## config.mk

```make
export PLATFORM = sky130hd
export DESIGN_NAME = status_skip_unit_flat
export DESIGN_NICKNAME = d
export VERILOG_FILES = /design/src/rtl/status_skip_unit_if.sv /design/src/rtl/status_skip_unit.sv /design/src/flat_wrapper.sv
export SDC_FILE = /design/constraint.sdc
export NUM_CORES = 1
export LEC_CHECK = 0
export CORE_UTILIZATION = 26
export CTS_CLUSTER_DIAMETER = 40
export DETAILED_ROUTE_END_ITERATION = 10
export HOLD_SLACK_MARGIN = 0.1
export PLACE_DENSITY = 0.79
export SLEW_MARGIN = 30
export SYNTH_ARGS = -nofsm -noshare
export SYNTH_HDL_FRONTEND = slang
export SYNTH_SLANG_ARGS = --single-unit
export TNS_END_PERCENT = 20
```

## constraint.sdc

```tcl
create_clock -name clk -period 2.4 [get_ports clk]
set_input_delay 0.6 -clock clk [delete_from_list [all_inputs] [get_ports clk]]
set_output_delay 0.6 -clock clk [all_outputs]
set_load 0.05 [all_outputs]
```

## src/rtl/status_skip_unit_if.sv

```systemverilog
// status_skip_unit_if
//   Bundles the controller/datapath signals of the status-register and
//   skip-condition block.
//   master : drives IR, flag load mask, source selects and the ARU/LGU
//            results; observes SR, enSKP and flagsChanged.
//   slave  : the status_skip_unit itself.
interface status_skip_unit_if #(
  parameter int W = 16
);
  logic [15:0]  inst;
  logic [3:0]   ldSR;
  logic         selSET_SR;
  logic         selARU_SR;
  logic         selLGU_SR;
  logic [W-1:0] aruResult;
  logic         aruCarry;
  logic         aruOverflow;
  logic [W-1:0] lguResult;
  logic [3:0]   SR;
  logic         enSKP;
  logic         flagsChanged;

  modport master (
    output inst, ldSR, selSET_SR, selARU_SR, selLGU_SR,
           aruResult, aruCarry, aruOverflow, lguResult,
    input  SR, enSKP, flagsChanged
  );

  modport slave (
    input  inst, ldSR, selSET_SR, selARU_SR, selLGU_SR,
           aruResult, aruCarry, aruOverflow, lguResult,
    output SR, enSKP, flagsChanged
  );
endinterface

```

## src/rtl/status_skip_unit.sv

```systemverilog
// status_skip_unit
//   Holds the processor flags {Z,N,C,V}, reloads them under a per-flag mask
//   from the SET immediate, the ARU result or the LGU result (that priority),
//   and evaluates the SKP condition of the current IR against the registered
//   flags.
// Ports
//   clk, rst : system clock, synchronous active-high reset
//   bus      : status_skip_unit_if.slave
//              in : inst, ldSR, selSET_SR, selARU_SR, selLGU_SR,
//                   aruResult, aruCarry, aruOverflow, lguResult
//              out: SR (registered), enSKP (combinational),
//                   flagsChanged (registered pulse)
module status_skip_unit #(
  parameter int W = 16
) (
  input  logic                 clk,
  input  logic                 rst,
  status_skip_unit_if.slave    bus
);

  logic [3:0] sr_p0;
  logic       chg_p0;
  logic [3:0] cand;
  logic [3:0] sr_next;

  // Per-bit merge: loaded flags take the candidate, the rest hold.
  function automatic logic [3:0] mask_load(input logic [3:0] cur,
                                           input logic [3:0] nxt,
                                           input logic [3:0] en);
    return (nxt & en) | (cur & ~en);
  endfunction

  // SKP decode: opcode F5, M = inst[7:4] selects tested flags, P = inst[3:0]
  // gives the required level. An empty mask is an unconditional skip.
  function automatic logic skip_eval(input logic [15:0] ir,
                                     input logic [3:0]  sr);
    logic [3:0] ok;
    ok = ~ir[7:4] | ~(sr ^ ir[3:0]);
    return (ir[15:8] == 8'hF5) && (&ok);
  endfunction

  // Candidate selection. Results are only looked at when their select is
  // active and some flag is actually loading, so an X on an idle source
  // never reaches the flops.
  always_comb begin
    cand = sr_p0;
    if (bus.ldSR != 4'b0000) begin
      if (bus.selSET_SR)
        cand = bus.inst[3:0];
      else if (bus.selARU_SR)
        cand = {(bus.aruResult == '0), bus.aruResult[W-1],
                bus.aruCarry, bus.aruOverflow};
      else if (bus.selLGU_SR)
        cand = {(bus.lguResult == '0), bus.lguResult[W-1], 2'b00};
    end
    sr_next = mask_load(sr_p0, cand, bus.ldSR);
  end

  // Stage p0: flag register and change pulse
  always_ff @(posedge clk) begin
    if (rst) begin
      sr_p0  <= 4'b0000;
      chg_p0 <= 1'b0;
    end else begin
      sr_p0  <= sr_next;
      chg_p0 <= (sr_next != sr_p0);
    end
  end

  assign bus.SR           = sr_p0;
  assign bus.flagsChanged = chg_p0;
  // Uses the registered flags only; a load in this cycle is not seen yet.
  assign bus.enSKP        = skip_eval(bus.inst, sr_p0);

endmodule

```

## src/flat_wrapper.sv

```systemverilog
// flat-port wrapper written by rule: the top's interface ports become plain ports
module status_skip_unit_flat 
#(
  parameter int W = 16
)
  (clk, rst, bus_inst, bus_ldSR, bus_selSET_SR, bus_selARU_SR, bus_selLGU_SR, bus_aruResult, bus_aruCarry, bus_aruOverflow, bus_lguResult, bus_SR, bus_enSKP, bus_flagsChanged);
  status_skip_unit_if #(.W(W)) bus_i ();
  input  logic clk;
  input  logic rst;
  input wire logic [$bits(bus_i.inst)-1:0] bus_inst;
  input wire logic [$bits(bus_i.ldSR)-1:0] bus_ldSR;
  input wire logic [$bits(bus_i.selSET_SR)-1:0] bus_selSET_SR;
  input wire logic [$bits(bus_i.selARU_SR)-1:0] bus_selARU_SR;
  input wire logic [$bits(bus_i.selLGU_SR)-1:0] bus_selLGU_SR;
  input wire logic [$bits(bus_i.aruResult)-1:0] bus_aruResult;
  input wire logic [$bits(bus_i.aruCarry)-1:0] bus_aruCarry;
  input wire logic [$bits(bus_i.aruOverflow)-1:0] bus_aruOverflow;
  input wire logic [$bits(bus_i.lguResult)-1:0] bus_lguResult;
  output wire logic [$bits(bus_i.SR)-1:0] bus_SR;
  output wire logic [$bits(bus_i.enSKP)-1:0] bus_enSKP;
  output wire logic [$bits(bus_i.flagsChanged)-1:0] bus_flagsChanged;
  assign bus_i.inst = bus_inst;
  assign bus_i.ldSR = bus_ldSR;
  assign bus_i.selSET_SR = bus_selSET_SR;
  assign bus_i.selARU_SR = bus_selARU_SR;
  assign bus_i.selLGU_SR = bus_selLGU_SR;
  assign bus_i.aruResult = bus_aruResult;
  assign bus_i.aruCarry = bus_aruCarry;
  assign bus_i.aruOverflow = bus_aruOverflow;
  assign bus_i.lguResult = bus_lguResult;
  assign bus_SR = bus_i.SR;
  assign bus_enSKP = bus_i.enSKP;
  assign bus_flagsChanged = bus_i.flagsChanged;
  status_skip_unit #(.W(W)) u_core (.clk(clk), .rst(rst), .bus(bus_i));
endmodule
```

==> results.ini, run 1 <==
[run]
drv_cap = 0

[finish]
regArea_um2 = 100
final_util_pct = 67.9
fill_cells = 187
n_antenna_cell = 0
area_growth_pct = 147
layout.cells.non_filler = 169
final_layout_size_suffix_gt1_share_pct = 12.0
fin_nets = 202
multi_input_area_um2 = 463

[routing]
drtIter0Drc = 6
vias_per_cell = 4.92
drt-total-wl_um = 2300
ant_nets = 0
avgRoutedWirePerCell_um = 13.6
drt_first_pass_iters = 4
num_vias = 832
drcViolationCount = 0

[critical_path]
r2r_slack_ps = 700
reg2reg_depth = 5
r2r-start = u_core.bus.SR[2]
end_kind = output pin
cpPeakStageDelay_ps = 430
critPathMaxFanout = 2
cp_slowest_cell = clkdlybuf4s50_1
reg2reg_to = u_core.bus.flagsChanged
crit_type = primary input to output pin
cp.required_ps = 1800
cp_cell_sequence = clkdlybuf4s50_1 -> xor2_1 -> a221oi_2 -> clkbuf_16
start_kind = primary input
crit_arrival_ps = 1740

[cts]
cts_buffer_depth = 2
cts_buffers = 3
clock_latency_ps = 250
cts.clk_slew.worst_paths_ps = 50
post_cts_buffers = 0
numClockSinks = 5
root_buffer = clkbuf_4
htreeDepth = 1
cts_tree = done

[floorplanning]
core_area_um2 = 1960
initial_core_util_pct = 27.6
io_pins = 65
num_rows = 16
dieHeight_um = 47.6
die-area_um2 = 2270
die_width_um = 47.6

[place]
port_buffers = 64
dpl.hpwl_um = 1850
place_congestion = 0.798
dp_cells = 165

[power_and_ir_drop]
comb_power_share_pct = 49.1
sw_frac_of_total_pct = 31.3
net-switching-power_uw = 124
power_frac_clock_pct = 26.3
leakagePower_uw = 0.000578
power_density_nw_per_um2 = 297
power.internal_uw = 272
pwr-share-seq_pct = 24.6
irDropWorstVdd_uv = 273

[timing]
period_needed_ps = 2340
period_share_pct = 97.7
hold_viol = 0
timing.fmax_mhz = 426
finClkSkew_ps = 1.14
maxSlewViolCount = 0
slew_headroom_pct = 67.1
setup_violations = 0
tightest_slew_ps = 491

[logic_synthesis]
ys_seq_area_share_pct = 18.5
yosys.area_share.adder_pct = 0
synth_area_per_cell_um2 = 7.61
synth_fp_nets = 130
synth-simple-area-share_pct = 35.9
ys.warnings.count = 0
synth-compound-area-share_pct = 19.7
ys_seq_elements = 5
synth_top_family_by_area = simple AND/OR/NAND/NOR gates
synth_cell_types = 27
synth_area_um2 = 541
netlist_instances = 71
synth_xor_area_share_pct = 11.3
synth.area.mux_share_pct = 11.1

[min_path]
worstHoldStart = u_core.bus.SR[2]
worstHoldPathType = flop to flop
worstHoldPathCells = 2
hold-path-endpoint = u_core.bus.SR[2]

[global_routing]
grt_pass1_wl_um = 2970
grt_antenna_before_repair = 0
grt_pass1_vias = 692
gr-usage-all-layers_pct = 18.8
gr-total-overflow = 0
grt_max_degree = 11

[outcome]
status = finished, final reports clean

-- power by group through the flow --
stage	clock network, uW	logic, uW	registers [uW]
finish	104	194	97.6
global route	109	209	98.2
CTS	105	192	97.5
detailed placement	0	196	99.0
global placement	0	193	98.8
floorplan	0	47.7	119
-- logic make-up (layout without fill, tap and decap cells) --
kind of cell    Yosys count  count (layout)
xor+xnor                  7               7
flops                     5               5
compound gates           13              13
mux                       6               6
buf+inv                   5              76
simple gates             35              35
-- metrics by stage --
step	setup slack, ps	power [uW]	area [um2]	hold slack (ps)	setup TNS (ps)
6_report	55.1	396	1330	608	0
5_1_grt	-0.0439	416	1330	636	-0.0439
4_1_cts	-5.88	394	1270	606	-5.88
3_5_place_dp	-262	295	1260	596	-424
3_3_place_gp	-236	292	1260	586	-396
2_1_floorplan	31.9	167	547	672	0
-- how the worst max path moves through the flow --
stage	slack, ps	depth (start not counted)	start	to
after floorplan	30	4	u_core.bus.SR[3]	bus_enSKP
after global placement	-240	6	bus_lguResult[1]	u_core.bus.flagsChanged
after detailed placement	-260	6	bus_aruResult[3]	u_core.bus.flagsChanged
after CTS	-6	6	bus_lguResult[1]	u_core.bus.flagsChanged
after global routing	-0.04	6	bus_inst[3]	bus_enSKP
final	60	4	bus_inst[0]	bus_enSKP
-- timing repair --
item                                    in CTS  in global routing
gates resized for setup                     10                 15
cloned                                       0                  0
pin swaps                                    5                  9
endpoints found under the setup margin       2                  2
hold buffers                                 0                  0
-- worst max-delay path: cells and delay by family --
kind	cells	cell delay, ps
buffers and inverters	2	650
XOR/XNOR	1	180
AO/OA/AOI/OAI	1	320
-- state kept, by name, indices dropped and copies added, names as in the netlist --
name	count
u_core.bus.SR	4
u_core.bus.flagsChanged	1
-- cells in the mapped netlist --
master | number | share of area (%)
xnor2_1 | 2 | 3.2
a22o_1 | 1 | 1.6
a22oi_1 | 3 | 4.2
o21ai_0 | 2 | 1.9
a221oi_1 | 2 | 3.2
inv_1 | 3 | 2.1
nor2b_1 | 1 | 1.2
o22ai_2 | 1 | 2.3
nor4_1 | 6 | 6.9
a221o_1 | 1 | 1.9
clkbuf_1 | 2 | 1.4
a21oi_1 | 1 | 0.93
or4_1 | 2 | 2.8
nor2_1 | 5 | 3.5
nand4_1 | 1 | 1.2
dfxtp_1 | 5 | 19
mux2i_1 | 6 | 11
o221a_1 | 1 | 2.1
nor3_1 | 2 | 1.9
nor3b_1 | 2 | 2.8
or4b_1 | 2 | 3.7
nand3b_1 | 1 | 1.4
nand3_1 | 5 | 4.6
nand2_1 | 7 | 4.9
and3_1 | 1 | 1.2
o31a_1 | 1 | 1.6
xor2_1 | 5 | 8.1
-- final cells by class --
| type | count | area share (%) |
|---|---|---|
| well taps | 27 | 2.54 |
| repair buffers | 69 | 52.4 |
| multi-input cells | 61 | 34.7 |
| inverters | 3 | 0.845 |
| flip-flops and latches | 5 | 7.51 |
| clock buffers | 4 | 1.97 |
-- routing by layer --
layer / track usage [%] / vias to the layer above / wire length [um]
met2: 29.3 / 41 / 1030
met3: 7.92 / 7 / 250
met1: 23.6 / 367 / 986
li1: - / 417 / -
met5: 0 / - / 0
met4: 5.56 / 0 / 33
-- placed cells by master, fill, tap and decap left out --
cell type,n
a21oi_1,1
a221o_1,1
a221oi_1,1
a221oi_2,1
a22o_1,1
a22oi_1,2
a22oi_2,1
and3_1,1
buf_4,5
clkbuf_1,1
clkbuf_16,1
clkbuf_4,3
clkdlybuf4s50_1,46
dfxtp_1,5
dlygate4sd2_1,10
dlymetal6s2s_1,7
inv_1,3
mux2i_1,6
nand2_1,7
nand3_1,5
nand3b_1,1
nand4_1,1
nor2_1,5
nor2b_1,1
nor3_1,1
nor3_2,1
nor3b_1,2
nor4_1,5
nor4_2,1
o21ai_0,2
o221a_1,1
o22ai_4,1
o31a_1,1
or4_1,1
or4_4,1
or4b_4,2
xnor2_1,2
xor2_1,5
Note: power is estimated with default switching activity, not from simulation.
==> inputs of run 2 (changes only) <==
- GPL_ROUTABILITY_DRIVEN: default -> 0
- SLEW_MARGIN: 30 -> default
==> results of run 2 <==
No change in the layout: final DEF, timing and power equal those of run 1.
==> inputs of run 3 (changes only) <==
- CORE_UTILIZATION: 26 -> 28
- PLACE_DENSITY: 0.79 -> 0.85
- SLEW_MARGIN: default -> 20
- clock period: 2.4 -> 2.8 ns (I/O delays scaled with it)
==> run 3 against run 2 <==
  * Final area down 5.3%
  * Sequential power down 15%
  * Clock skew up 1.8 ps
  * Hold slack worse by 12 ps
  * Setup slack better by 26 ps
  * Power down 15%
  * Sequential share of layout area up 0.42 points
  * Global-route usage up 2.7 points
  * Die area down 6.9%
  * Critical endpoint unchanged
==> results.ini, run 3 (synthesis results as in run 1) <==
[critical_path]
start_kind = primary input  ; unchanged
cp_slowest_cell = clkdlybuf4s50_1  ; unchanged
crit_arrival_ps = 2020  ; was 1740 ps
end_kind = output pin  ; unchanged
cp.required_ps = 2100  ; was 1800 ps
critPathMaxFanout = 2  ; unchanged
cp_cell_sequence = clkdlybuf4s50_1 -> xor2_1 -> a22oi_1 -> nand2_1 -> a221oi_2 -> buf_12  ; was clkdlybuf4s50_1 -> xor2_1 -> a221oi_2 -> clkbuf_16
crit_type = primary input to output pin  ; unchanged
cpPeakStageDelay_ps = 440  ; was 430 ps

[timing]
finClkSkew_ps = 2.92  ; was 1.14 ps
period_share_pct = 97.1
period_needed_ps = 2720
setup_violations = 0  ; unchanged
timing.fmax_mhz = 368
hold_viol = 0  ; unchanged
slew_headroom_pct = 66.4  ; was 67.1%
maxSlewViolCount = 0  ; unchanged
fin_tns_setup_ps = 0  ; unchanged
rsz0062_at_grt = no
tightest_slew_ps = 503  ; was 491 ps

[global_routing]
grt_max_degree = 11  ; unchanged
gr-total-overflow = 0  ; unchanged
grt_pass1_wl_um = 3170  ; was 2970 um
grt_antenna_before_repair = 0  ; unchanged
grt_pass1_vias = 744  ; was 692
gr-usage-all-layers_pct = 21.5  ; was 18.8%

[finish]
final_layout_size_suffix_gt1_share_pct = 5.76  ; was 12.0%
n_antenna_cell = 0  ; unchanged
area_growth_pct = 134  ; was 147%
layout_commonest_cell = clkdlybuf4s50_1  ; unchanged
fin_nets = 199  ; was 202
mostFrequentLayoutCells = clkdlybuf4s50_1, nand2_1, nor4_1, mux2i_1  ; was clkdlybuf4s50_1, dlygate4sd2_1, nand2_1, dlymetal6s2s_1, mux2i_1
largest_reg_flops = 4  ; unchanged

[cts]
root_buffer = clkbuf_4  ; unchanged
cts_tree = done  ; unchanged
htreeDepth = 1  ; unchanged
cts.clk_slew.worst_paths_ps = 50  ; about the same
clock_latency_ps = 250  ; about the same
cts_buffers = 3  ; unchanged
hold_buffers = 0  ; unchanged
post_cts_resized = 0  ; was 10
numClockSinks = 5  ; unchanged
cts_buffer_depth = 2  ; unchanged
post_cts_buffers = 0  ; unchanged

[routing]
drtIter0Drc = 9  ; was 6
num_vias = 816  ; was 832
vias_per_cell = 4.98  ; was 4.92
ant_nets = 0  ; unchanged
drcViolationCount = 0  ; unchanged
drt-total-wl_um = 2060  ; was 2300 um
drt_first_pass_iters = 4  ; unchanged
avgRoutedWirePerCell_um = 12.6  ; was 13.6 um

[floorplanning]
die_width_um = 45.9  ; was 47.6 um
num_rows = 15  ; was 16
core_area_um2 = 1760  ; was 1960 um2
io_pins = 65  ; unchanged
initial_core_util_pct = 30.6  ; was 27.6%
dieHeight_um = 45.9  ; was 47.6 um
die-area_um2 = 2110  ; was 2270 um2

[min_path]
worstHoldPathType = flop to flop  ; unchanged

[place]
dpl.hpwl_um = 1780  ; was 1850 um
port_buffers = 64  ; unchanged

[power_and_ir_drop]
leakagePower_uw = 0.000476  ; was 0.000578 uW
power_density_nw_per_um2 = 267  ; was 297 nW/um2
irDropWorstVdd_uv = 194  ; was 273 uV
power_uw = 337  ; was 396 uW

[outcome]
status = finished, final reports clean  ; unchanged

[run]
drv_cap = 0  ; unchanged

run 3: changes by cell type in the layout (fill, tap and decap cells not counted), sizes merged:
cell           previous run  this run
buf                       5         3
dlygate4sd2              10         0
dlymetal6s2s              7         0
clkdlybuf4s50            46        63
clkbuf                    5         4
run 3: report_power, final:
group          switching (uW)  internal, uW  leakage (uW)
combinational            60.9           105      0.000420
clock                    34.3          54.2     0.0000150
sequential               6.29          76.8     0.0000414
run 3: final timing paths:
path                         start                 endpoint  slack [ps]  depth (start not counted)
setup / recovery       bus_inst[3]                bus_enSKP          80                          6
hold / removal    u_core.bus.SR[2]         u_core.bus.SR[2]         600                          2
setup reg to reg  u_core.bus.SR[2]  u_core.bus.flagsChanged        1160                          5
hold reg to reg   u_core.bus.SR[2]         u_core.bus.SR[2]         600                          2
run 3: final cells by class:
cell class              count  area, um2
clock buffers               4       26.3
fillers                   159        502
repair buffers             66        666
inverters                   3       11.3
multi-input cells          61        428
flip-flops and latches      5        100
well taps                  25       31.3
run 3: through the flow:
step | instance area [um2] | hold slack, ps | utilization [%] | worst slack [ps] | std cells
2_1_floorplan | 547 | 772 | - | 301 | 71
3_3_place_gp | 1240 | 578 | 70.1 | 72.7 | 160
3_5_place_dp | 1240 | 590 | 70.1 | 20.7 | 160
4_1_cts | 1260 | 597 | 71.6 | 60.9 | 164
5_1_grt | 1260 | 638 | 71.6 | 4.57 | 164
6_report | 1260 | 595 | 71.6 | 81.1 | 164
run 3: metal layers:
metal	share of wire, %	up-vias	GRT usage [%]
li1	-	411	-
met1	40	361	22.4
met2	50	42	37.7
met3	9.5	2	8.73
met4	0.48	0	8.82
met5	0	-	0
run 3: critical path: cells and delay by family:
family                    cells  cell delay (ps)
AOI/OAI and AO/OA             2              440
and+or+nand+nor               1              100
xor gates and xnor gates      1              160
buffers and inverters         2              620
==> patch, RTL diff (config.mk and constraints of run 1) <==
Reset style: asynchronous (`rst`), changed in one clocked block. Comments in the files are not updated.
--- a/src/rtl/status_skip_unit.sv
+++ b/src/rtl/status_skip_unit.sv
@@ -57,7 +57,7 @@
   end
 
   // Stage p0: flag register and change pulse
-  always_ff @(posedge clk) begin
+  always_ff @(posedge clk or posedge rst) begin
     if (rst) begin
       sr_p0  <= 4'b0000;
       chg_p0 <= 1'b0;
Behaviour: differs if rst is asserted again (counterexample within 4 cycles, from zero or initial values and one cycle with rst high); with rst held inactive, the same outputs for 10 cycles.
==> patch against run 1 <==
  * Non-clock buffer count decreased by 1
  * Largest power group unchanged
  * Worst hold slack got worse by 0.053 ns
  * Worst setup slack improved by 0.027 ns
  * Synthesized area is 9.5% higher
  * Via count rose by 10%
  * Count of clock-buffer cells in the layout is 1 lower
  * Critical endpoint unchanged
  * Sequential cell count stayed put
  * Routed wire length up 11%
  * Cell area up 0.66%
  * Power grew 17%
==> patch: results (changes against run 1) <==
first-pass GRT wire length 3.99 mm (was 2.97 mm); outcome finished, final reports clean (unchanged); CP arrival 1.72 ns (was 1.74 ns); Critical Path Fanout Max 1 (was 2); share of layout cells above drive strength 1 0.109 (was 0.120); ys flop type dfrtp_1 (was dfxtp_1); Fill cells 179 (was 187); r2r worst-path depth 6 (was 5); Min-Delay Path Class primary input to async pin (was flip-flop to flip-flop); Worst Clk Skew 0.00483 ns (was 0.00114 ns); post-synth cell types 33 (was 27); VDD IR max 342 uV (was 273 uV); top cells by count, synth 9 x nor4_1, 6 x nand2_1, 6 x nand3_1, 6 x xor2_1 (was 7 x nand2_1, 6 x mux2i_1, 6 x nor4_1); routing usage on met3 0.0988 (was 0.0792); Logic power comb 253 uW (was 194 uW); Gate Count Post-Synth 77 (was 71); top post-synthesis cells by area dfrtp_1 21%, nor4_1 9.5%, xor2_1 8.9% (was dfxtp_1 19%, mux2i_1 11%, xor2_1 8.1%); HPWL after DPL 2.07 mm (was 1.85 mm); # nets final 207 (was 202); clock power share 0.211 (was 0.263); Via-to-Cell Ratio 5.26 (was 4.92); Leak 0.545 nW (was 0.578 nW); post-synthesis sequential area ratio 0.211 (was 0.185); number of global-route vias before repair 903 (was 692); metal3 WL 265 um (was 250 um); CP startpoint bus_inst[5] (was bus_inst[0]); gpl congestion 0.821 (was 0.798); r2r setup slk 0.95 ns (was 0.70 ns); GR Util met1 0.205 (was 0.236); largest stage delay on the critical path 0.41 ns (was 0.43 ns); P_int 299 uW (was 272 uW); wire length on met2 1.36 mm (was 1.03 mm); FFs & Latches 5 (unchanged)
## patch: cell types whose count changed in the layout (fill, tap and decap cells not counted), moves of 3 or more
| cell | delta |
|---|---|
| nor4_1 | +3 |
| mux2i_1 | -6 |
| dlygate4sd2_1 | -8 |
| nor2_1 | -3 |
| dfrtp_1 | +5 |
| dlymetal6s2s_1 | -3 |
| dfxtp_1 | -5 |
| clkdlybuf4s50_1 | +10 |
## patch: metrics by stage
step,hold slack [ns],utilization
final,0.555,0.657
after CTS,0.551,0.647
after detailed placement,0.627,0.632
after floorplan,0.379,-
after global placement,0.631,0.632
after global routing,0.575,0.657
## patch: logic make-up (layout without fill, tap and decap cells)
| group | Yosys count | count (layout) | share of synthesized area |
|---|---|---|---|
| and+or+nand+nor | 39 | 39 | 0.400 |
| AOI/OAI and AO/OA | 20 | 20 | 0.241 |
| buffers and inverters | 7 | 77 | 0.0592 |
| xor gates and xnor gates | 6 | 6 | 0.0888 |
| DFF | 5 | 5 | 0.211 |
